<file path="src/rtl/emu_scan_pkg.sv">
// Shared types and constants for the emulator RAM scan sequencer.
// CRC constants are consumed only when EMU_SCAN_CRC_EN is defined.
package emu_scan_pkg;

  localparam int DATA_WIDTH_DEF = 64;

  localparam logic [31:0] CRC_POLY = 32'h04C1_1DB7;
  localparam logic [31:0] CRC_INIT = 32'hFFFF_FFFF;

  typedef enum logic [2:0] {
    S_IDLE       = 3'd0,
    S_HALT_SETUP = 3'd1,
    S_DUMP       = 3'd2,
    S_DUMP_DRAIN = 3'd3,
    S_RESTORE    = 3'd4,
    S_REST_TAIL  = 3'd5,
    S_UNSCAN     = 3'd6,
    S_RELEASE    = 3'd7
  } scan_state_t;

  // Must be able to represent CHAIN_WORDS + SDO_LATENCY scan cycles.
  function automatic int cnt_width(input int chain_words, input int latency);
    return $clog2(chain_words + latency + 1);
  endfunction

endpackage

</file>
<file path="src/rtl/emu_scan_skid_fifo.sv">
// Small synchronous FIFO used as the dump-path skid buffer.
// Head word is presented combinationally and only moves on pop.
module emu_scan_skid_fifo #(
  parameter int DEPTH = 4,
  parameter int WIDTH = 64
) (
  input  logic                       clk,
  input  logic                       rst,
  input  logic                       push,
  input  logic [WIDTH-1:0]           push_data,
  input  logic                       pop,
  output logic [WIDTH-1:0]           pop_data,
  output logic                       full,
  output logic                       empty,
  output logic [$clog2(DEPTH+1)-1:0] count
);

  localparam int PW   = (DEPTH > 1) ? $clog2(DEPTH) : 1;
  localparam int CNTW = $clog2(DEPTH + 1);

  logic [WIDTH-1:0] mem [DEPTH];
  logic [PW-1:0]    wr_ptr;
  logic [PW-1:0]    rd_ptr;
  logic [CNTW-1:0]  cnt;
  logic             do_push;
  logic             do_pop;

  function automatic logic [PW-1:0] ptr_next(input logic [PW-1:0] p);
    return (p == PW'(DEPTH - 1)) ? '0 : p + 1'b1;
  endfunction

  assign full     = (cnt == CNTW'(DEPTH));
  assign empty    = (cnt == '0);
  assign count    = cnt;
  assign pop_data = mem[rd_ptr];
  assign do_push  = push && !full;
  assign do_pop   = pop && !empty;

  always_ff @(posedge clk) begin
    if (do_push) mem[wr_ptr] <= push_data;
  end

  always_ff @(posedge clk) begin
    if (rst) begin
      wr_ptr <= '0;
      rd_ptr <= '0;
      cnt    <= '0;
    end else begin
      if (do_push) wr_ptr <= ptr_next(wr_ptr);
      if (do_pop)  rd_ptr <= ptr_next(rd_ptr);
      case ({do_push, do_pop})
        2'b10:   cnt <= cnt + 1'b1;
        2'b01:   cnt <= cnt - 1'b1;
        default: cnt <= cnt;
      endcase
    end
  end

endmodule

</file>
<file path="src/rtl/emu_ram_scan_ctrl.sv">
// Checkpoint sequencer between the DMA streams and the DUT RAM scan chain.
// Optional CRC-32 over handed-off words: define EMU_SCAN_CRC_EN.
module emu_ram_scan_ctrl
  import emu_scan_pkg::*;
#(
  parameter int DATA_WIDTH  = DATA_WIDTH_DEF,
  parameter int CHAIN_WORDS = 64,
  parameter int SDO_LATENCY = 2,
  parameter int FIFO_DEPTH  = 4
) (
  input  logic                            clk,
  input  logic                            rst,
  input  logic                            start_dump,
  input  logic                            start_restore,
  output logic                            busy,
  output logic                            done,
  output logic                            halt,
  output logic                            ram_scan,
  output logic                            ram_dir,
  output logic [DATA_WIDTH-1:0]           ram_sdi,
  input  logic [DATA_WIDTH-1:0]           ram_sdo,
  output logic                            dump_valid,
  input  logic                            dump_ready,
  output logic [DATA_WIDTH-1:0]           dump_data,
  input  logic                            rest_valid,
  output logic                            rest_ready,
  input  logic [DATA_WIDTH-1:0]           rest_data,
  output logic [2:0]                      dbg_state,
  output logic [$clog2(FIFO_DEPTH+1)-1:0] dbg_fifo_count
`ifdef EMU_SCAN_CRC_EN
  ,
  output logic [31:0]                     crc
`endif
);

  localparam int CW = cnt_width(CHAIN_WORDS, SDO_LATENCY);
  localparam logic [CW-1:0] DUMP_LAST  = CW'(CHAIN_WORDS + SDO_LATENCY - 1);
  localparam logic [CW-1:0] REST_LAST  = CW'(CHAIN_WORDS - 1);
  localparam logic [CW-1:0] WORDS      = CW'(CHAIN_WORDS);
  localparam logic [CW-1:0] PRIME      = CW'(SDO_LATENCY);
  localparam logic [CW-1:0] CREDITS    = CW'(FIFO_DEPTH);

  scan_state_t state;
  scan_state_t state_n;

  logic                   dir_q;
  logic [CW-1:0]          issued;
  logic [CW-1:0]          popped;
  logic [CW-1:0]          in_flight;
  logic [DATA_WIDTH-1:0]  sdi_q;
  logic [SDO_LATENCY-1:0] tag_q;
  logic                   tag_in;
  logic                   scan_c;
  logic                   sdi_load;
  logic                   accept;
  logic                   credit_ok;
  logic                   fifo_push;
  logic                   fifo_full;
  logic                   fifo_empty;
  logic                   dump_pop;

  // Both streams: a word transfers on a cycle where valid && ready are high at
  // the rising edge; a source holding valid keeps its data stable until then.
  assign accept     = (state == S_IDLE) && (start_dump || start_restore);
  assign in_flight  = issued - popped;
  assign credit_ok  = (in_flight < CREDITS);
  assign dump_valid = !fifo_empty;
  assign dump_pop   = dump_valid && dump_ready;
  assign fifo_push  = tag_q[SDO_LATENCY-1] && !fifo_full;
  // Priming scans only fill the RAM output pipe, so they are not tagged.
  assign tag_in     = scan_c && (state == S_DUMP) && (issued >= PRIME);

  always_comb begin
    state_n    = state;
    scan_c     = 1'b0;
    sdi_load   = 1'b0;
    rest_ready = 1'b0;
    case (state)
      S_IDLE:       if (accept) state_n = S_HALT_SETUP;
      S_HALT_SETUP: state_n = dir_q ? S_RESTORE : S_DUMP;
      S_DUMP: begin
        if (credit_ok) begin
          scan_c = 1'b1;
          if (issued == DUMP_LAST) state_n = S_DUMP_DRAIN;
        end
      end
      S_DUMP_DRAIN: if (popped == WORDS) state_n = S_UNSCAN;
      S_RESTORE: begin
        rest_ready = 1'b1;
        if (rest_valid) begin
          scan_c   = 1'b1;
          sdi_load = 1'b1;
          if (issued == REST_LAST) state_n = S_REST_TAIL;
        end
      end
      // Extra scan pushes the word still sitting in the RAM input stage.
      S_REST_TAIL:  begin
        scan_c  = 1'b1;
        state_n = S_UNSCAN;
      end
      S_UNSCAN:     state_n = S_RELEASE;
      S_RELEASE:    state_n = S_IDLE;
      default:      state_n = S_IDLE;
    endcase
  end

  always_ff @(posedge clk) begin
    if (rst) begin
      state  <= S_IDLE;
      dir_q  <= 1'b0;
      issued <= '0;
      popped <= '0;
      sdi_q  <= '0;
      tag_q  <= '0;
    end else begin
      state    <= state_n;
      tag_q[0] <= tag_in;
      for (int i = 1; i < SDO_LATENCY; i++) tag_q[i] <= tag_q[i-1];
      if (sdi_load) sdi_q <= rest_data;
      if (accept) begin
        dir_q  <= !start_dump;
        issued <= '0;
        popped <= '0;
      end else begin
        if (scan_c)   issued <= issued + 1'b1;
        if (dump_pop) popped <= popped + 1'b1;
      end
    end
  end

  assign busy      = (state != S_IDLE);
  assign done      = (state == S_RELEASE);
  assign halt      = (state != S_IDLE) && (state != S_RELEASE);
  assign ram_scan  = scan_c;
  assign ram_dir   = dir_q;
  assign ram_sdi   = sdi_load ? rest_data : sdi_q;
  assign dbg_state = state;

  emu_scan_skid_fifo #(
    .DEPTH (FIFO_DEPTH),
    .WIDTH (DATA_WIDTH)
  ) u_fifo (
    .clk       (clk),
    .rst       (rst),
    .push      (fifo_push),
    .push_data (ram_sdo),
    .pop       (dump_pop),
    .pop_data  (dump_data),
    .full      (fifo_full),
    .empty     (fifo_empty),
    .count     (dbg_fifo_count)
  );

`ifdef EMU_SCAN_CRC_EN
  // MSB-first CRC-32, no reflection, no final inversion.
  function automatic logic [31:0] crc_word(input logic [31:0] c,
                                           input logic [DATA_WIDTH-1:0] d);
    logic [31:0] r;
    r = c;
    for (int i = DATA_WIDTH - 1; i >= 0; i--)
      r = (r[31] ^ d[i]) ? ({r[30:0], 1'b0} ^ CRC_POLY) : {r[30:0], 1'b0};
    return r;
  endfunction

  always_ff @(posedge clk) begin
    if (rst || accept)  crc <= CRC_INIT;
    else if (dump_pop)  crc <= crc_word(crc, dump_data);
    else if (sdi_load)  crc <= crc_word(crc, rest_data);
  end
`endif

endmodule
</file>
<file path="config.mk">
export PLATFORM = sky130hd
export DESIGN_NAME = emu_ram_scan_ctrl
export DESIGN_NICKNAME = d
export VERILOG_FILES = /design/src/rtl/emu_scan_pkg.sv /design/src/rtl/emu_scan_skid_fifo.sv /design/src/rtl/emu_ram_scan_ctrl.sv
export SDC_FILE = /design/constraint.sdc
export NUM_CORES = 1
export LEC_CHECK = 0
export CORE_UTILIZATION = 50
export DETAILED_ROUTE_END_ITERATION = 6
export GPL_ROUTABILITY_DRIVEN = 0
export PLACE_DENSITY = 0.83
export SETUP_SLACK_MARGIN = 0.5
export SLEW_MARGIN = 30
export SYNTH_ARGS = -nofsm -noshare
export SYNTH_HDL_FRONTEND = slang
export SYNTH_SLANG_ARGS = --single-unit
export TNS_END_PERCENT = 10
</file>
<file path="constraint.sdc">
create_clock -name clk -period 4 [get_ports clk]
set_input_delay 0.6 -clock clk [delete_from_list [all_inputs] [get_ports clk]]
set_output_delay 0.6 -clock clk [all_outputs]
set_load 0.01 [all_outputs]
</file>
# Word-level counts from Yosys, hierarchy flattened
# Memories as Yosys holds them, arrays and structs flattened. A register that Yosys moved wholly into a read port is not among the register bits.
# Index checks and enable logic that the tools add are counted.
# W data, S select, Z words.
[word_totals]
regBits = 91
mem_bits_rw = 256
input_bits = 134
output_inout_bits = 141
elab_cells = 80
memories = 1
[classes]
n_addsub = 7
magnitude_cmp = 2
n_eq_ne = 22
mux = 21
reduce_logical = 18
[memory_table]
columns = ["name", "depth", "word_bits", "read_ports", "rd_ports_with_merged_regs", "write_ports", "line_no", "rtl"]
rows = [
  ["u_fifo.mem", 4, 64, 1, 1, 1, "emu_scan_skid_fifo.sv:21", "logic [WIDTH-1:0] mem [DEPTH];"],
]
[ops]
columns = ["operator", "count"]
rows = [
  ["$mux W64", 1],
  ["$pmux W3 S8", 1],
  ["$mux W3", 7],
  ["$eq A3 B3 Y1 const B", 5],
  ["$add A7 B1 Y7 const B", 2],
  ["$eq A7 B7 Y1 const B", 2],
  ["$ne A2 B2 Y1 const B", 5],
  ["$logic_and A1 B1 Y1", 8],
  ["$mux W2", 4],
  ["$eq A7 B6 Y1 const B", 1],
  ["$ge A7 B2 Y1 const B", 1],
  ["$lt A7 B3 Y1 const B", 1],
  ["$sub A7 B7 Y7", 1],
  ["$eq A2 B2 Y1 const B", 3],
  ["$eq A3 B2 Y1 const B", 2],
  ["$logic_not A3 Y1", 2],
  ["$mux W1", 6],
  ["$pmux W3 S2", 1],
  ["$reduce_and A6 Y1", 1],
  ["$add A2 B1 Y2 const B", 2],
  ["$add A3 B1 Y3 const B", 1],
  ["$eq A3 B1 Y1 const B", 1],
  ["$logic_not A1 Y1", 3],
  ["$ne A3 B3 Y1 const B", 1],
  ["other kinds (8)", 8],
]

# Logic depth before layout (Yosys ltp)
[logic_depth]
ltp_word = 6
ltp_mapped = 10
depth_no_buf = 10

# Modules after synthesis
# From an unflattened synthesis, not the netlist that was laid out.
[unflattened]
hier_cells = 769
hier_area_um2 = 13689.4
[modules_own_cells]
columns = ["module", "instances", "cells_per_inst", "area_per_inst_um2", "seq_area_each_um2"]
rows = [
  ["emu_scan_skid_fifo", 1, 388, 9705.6, 7867.5],
  ["emu_ram_scan_ctrl", 1, 381, 3983.8, 1681.6],
]

# Worst setup path after synthesis
# No wires, ideal clock.
[synth_timing]
path_type = "reg-to-reg"
start = "reg u_fifo.cnt[0] (netlist: u_fifo.count[0])"
end = "mem u_fifo.mem[0][0], enable pin"
setup_ps = 429
arrival_time_ps = 2184
required_time_ps = 3571
setup_slack_ps = 1387
path_stages_with_launch = 4
n_path_buf = 0
synth_period_minus_slack_ps = 2613
path_cell_list = "dfxtp_1 inv_1 nand3_1 and3_1"
[synth_via]
elab_chain_len = 6
[synth_rtl]
columns = ["item", "line_no", "rtl"]
rows = [
  ["from (decl)", "emu_scan_skid_fifo.sv:24", "logic [CNTW-1:0] cnt;"],
  ["from (signal assigned)", "emu_scan_skid_fifo.sv:52", "2'b10: cnt <= cnt + 1'b1;"],
  ["from (signal assigned)", "emu_scan_skid_fifo.sv:53", "2'b01: cnt <= cnt - 1'b1;"],
  ["from (signal assigned)", "emu_scan_skid_fifo.sv:54", "default: cnt <= cnt;"],
  ["$eq A3 B3 Y1 (*)", "emu_scan_skid_fifo.sv:32", "assign full = (cnt == CNTW'(DEPTH));"],
  ["$logic_not A1 Y1 (*)", "emu_scan_skid_fifo.sv:36, emu_ram_scan_ctrl.sv:69", ""],
  ["$logic_and A1 B1 Y1", "emu_ram_scan_ctrl.sv:69", "assign fifo_push = tag_q[SDO_LATENCY-1] && !fifo_full;"],
  ["$logic_and A1 B1 Y1 (*)", "emu_scan_skid_fifo.sv:36", "assign do_push = push && !full;"],
  ["$mux W1 (*)", "emu_scan_skid_fifo.sv:40", "if (do_push) mem[wr_ptr] <= push_data;"],
  ["$mux W1 (not written as such) (*)", "emu_scan_skid_fifo.sv:40", ""],
  ["to (decl)", "emu_scan_skid_fifo.sv:21", ""],
]
# Every way passes the cells marked *; elsewhere a longest branch is shown, timed or not.

# Worst setup path after layout
[layout_timing]
start = "reg state[1] (netlist: dbg_state[1])"
end = "out ram_sdi[10]"
[layout_via]
elab_chain_len = 3
[layout_rtl]
columns = ["item", "line_no", "rtl"]
rows = [
  ["from (decl)", "emu_ram_scan_ctrl.sv:43", "scan_state_t state;"],
  ["from (signal assigned)", "emu_ram_scan_ctrl.sv:116", "state <= state_n;"],
  ["$eq A3 B3 Y1", "emu_ram_scan_ctrl.sv:78", "case (state)"],
  ["$mux W1", "emu_ram_scan_ctrl.sv:78", ""],
  ["$mux W64", "--", ""],
  ["to (decl)", "emu_ram_scan_ctrl.sv:20", "output logic [DATA_WIDTH-1:0] ram_sdi,"],
]
# No other way between the ends.

==> results_dict.tcl <==
set metrics [dict create \
    status "completed" \
    wirelength_um 29310 \
    start_util 0.5119 \
    synth.net_count 915 \
    cts_made_buffers 36 \
    intPower_mw 6.092 \
    coreArea_um2 27030 \
    grt_max_degree 66 \
    stdcell_area_um2 18280 \
    wl_per_cell_um 20.42 \
    skew_ps 11.15 \
    layout_commonest_cell "clkdlybuf4s50_1" \
    cp-startpoint "dbg_state[1]" \
    crit_slowest_cell "clkdlybuf4s50_1" \
    synth_seq_area_share 0.6903 \
    dpl_cell_area_um2 17000 \
    synthAdderAreaFrac 0.01592 \
    syn2layout_area_growth_pct 32.12 \
    boundaryPins 275 \
    sw_frac_of_total 0.1989 \
    tightest_slew_ps 761.5 \
    synth_compound_area_frac 0.02261 \
    drt_first_pass_iters 4 \
    hpwl_um 18960 \
    crit_path_max_fanout 23 \
    cts_root_buf "clkbuf_16" \
    setup_ws_ps 642.6 \
    grt-ovfl-total 0 \
    maxSlewHeadroom 0.4923 \
    io_buffers 274 \
    synthSimpleGateAreaFrac 0.06621 \
    synth_xor_area_frac 0.008140 \
    cp.arrival_ps 2760 \
    postSynthAreaPerCell_um2 18.11 \
    critPathLaunchType "flop" \
    cts_tree "yes" \
    power.leakage_nw 6.162 \
    power_density_nw_per_um2 416.1 \
    syn_area_um2 13830 \
    p_clk_frac 0.430 \
    dp_slack_ps 788.8 \
    min_period_over_period 0.8394 \
    grt_pass1_vias 7969 \
    viasPerCell 5.392 \
    ys.flop_type "edfxtp_1" \
    synth_top_family_by_area "multiplexers" \
    peakVddDrop_v 0.0002610 \
    path_clk_slew_ps 60 \
    clockBufferDepth 3 \
    num_rows 60 \
    reg2reg_from "popped[4]" \
    fp.dieH_um 168.3 \
    netlist_top_cells_area "edfxtp_1 56%, dfxtp_1 13%, mux4_2 10%, mux2_4 6.4%, nor2b_1 2.9%" \
    worstPathRequired_ps 3400 \
    vias 7737 \
    grt_usage 0.2047 \
    critPathKind "reg -> out" \
    synth_mux_area_frac 0.1781 \
    p_switching_mw 1.513 \
    synth_edf_count 256 \
    rsz0062_at_grt "no" \
    drt-initial-drc-count 638 \
    setup_tns_ps 0 \
    combPwrFrac 0.055 \
    r2r_slack_ps 1700 \
    drv_slew 0 \
    htreeDepth 2 \
    yosysTopAreaCell "edfxtp_1" \
    synth-warning-count 0 \
    antenna_found_initial 2 \
    cts_sinks 349 \
    grt_pass1_wl_um 44260 \
    critPathCaptureType "output port" \
    drc 0 \
    clk_latency_ps 510 \
    synth_seq_cells 349 \
    dieArea_um2 28340 \
    drtAntennaViolNets 0 \
    fin_crit_ps 3357 \
    synth_cells 764 \
    dieWidth_um 168.3 \
    critPathMaxStageDelay_ps 500 \
    layout_common_cells "272 x clkdlybuf4s50_1, 256 x edfxtp_1, 86 x dfxtp_1" \
    hold_path_class "reg -> reg" \
    drive_gt1_frac 0.2123 \
    power_frac_seq 0.515 \
    cap_violations 0 \
    netlist.area_leader.share 0.5557 \
    fmax_mhz 297.8 \
    ys_async_sr_fraction 0 \
    finalNetCount 1218 \
    setup_viol 0 \
    hp-start "tag_q[0]" \
    hold_viol 0 \
    ys_types 57 \
    crit_chain "nand2b_2, nor2_2, and2_4, buf_12, mux2_4, clkdlybuf4s50_1" \
]
[cell usage after synthesis, types with 4 or more instances]
cell type,n
mux2_2,5
nand3_1,8
inv_1,18
buf_6,7
nor4_1,4
mux4_2,64
buf_2,7
edfxtp_1,256
or3_1,4
mux2_4,59
a21oi_1,11
xnor2_1,7
nand2_1,18
nor3_1,11
nand2b_1,9
clkbuf_1,16
dfxtp_1,93
ha_1,16
nor2_1,21
mux2i_1,8
and3_1,7
nor2b_1,65
xor2_1,4
o21ai_0,4
[final timing paths]
path	to	depth (start not counted)
max	ram_sdi[10]	6
min	tag_q[1]	1
max reg2reg	tag_q[0]	9
min reg2reg	tag_q[1]	1
[state kept, by name, indices dropped and copies added (netlist names), named ones only]
| register | cells |
|---|---|
| sdi_q | 64 |
| u_fifo.mem | 256 |
| u_fifo.rd_ptr | 2 |
| u_fifo.wr_ptr | 2 |
| dbg_state | 3 |
| popped | 7 |
| tag_q | 2 |
| ram_dir | 1 |
| u_fifo.count | 3 |
| issued | 7 |
[logic make-up (layout without fill, tap and decap cells)]
logic type / after synthesis / count (layout)
multiplexers: 136 / 136
XOR/XNOR: 12 / 12
other: 0 / 1
buffers and inverters: 50 / 378
AND/OR/NAND/NOR: 160 / 161
adder cells (fa/ha/maj): 17 / 17
flip-flops: 349 / 349
AO/OA/AOI/OAI: 40 / 40
[metal layers]
| layer | part of all wire | up-vias | GRT usage | wire, µm |
|---|---|---|---|---|
| li1 | - | 3544 | - | - |
| met1 | 0.40 | 3803 | 0.2616 | 11730 |
| met2 | 0.49 | 343 | 0.3422 | 14420 |
| met3 | 0.088 | 47 | 0.05971 | 2565 |
| met4 | 0.020 | 0 | 0.05455 | 592 |
| met5 | 0 | - | 0 | 0 |
[critical path, delay by kind of cell (launching register included)]
kind                   cells  cell delay (ps)
multiplexers               1              320
buffers and inverters      2              730
flip-flops                 1              400
AND/OR/NAND/NOR            3              770
[power groups by stage]
stage | registers [mW] | logic, mW | clock network, mW
2_1_floorplan | 3.99 | 0.159 | 0
3_3_place_gp | 3.99 | 0.399 | 0
3_5_place_dp | 3.99 | 0.408 | 0
4_1_cts | 3.92 | 0.416 | 3.34
5_1_grt | 3.92 | 0.445 | 3.50
6_report | 3.92 | 0.417 | 3.27
[what timing repair did]
item | in CTS | in global routing
hold endpoints to repair | 0 | 0
cloned | 0 | 1
pin swaps | 2 | 1
resized for setup | 5 | 9
setup endpoints to repair | 1 | 50
hold buffers | 0 | 0
buffers inserted | 1 | 3
[cell type report]
type	count	area [µm²]
clock buffer	45	954.7
clock inverter	19	203.9
sequential	349	9560
tap	341	426.7
fill	1767	8750
timing repair buffer	296	2955
antenna	1	2.502
multi-input combinational	366	4105
inverter	18	67.56
[through the flow]
stage / hold WS [ps] / cells / utilization / power, mW
final: 454.1 / 1435 / 0.6763 / 7.605
after global routing: 461.2 / 1434 / 0.6762 / 7.861
after CTS: 454.7 / 1430 / 0.6733 / 7.671
after detailed placement: 446.8 / 1365 / 0.6292 / 4.402
after global placement: 423.2 / 1365 / 0.6292 / 4.393
after floorplan: 413.8 / 764 / - / 4.147
Power figures use the tool's default switching activity.
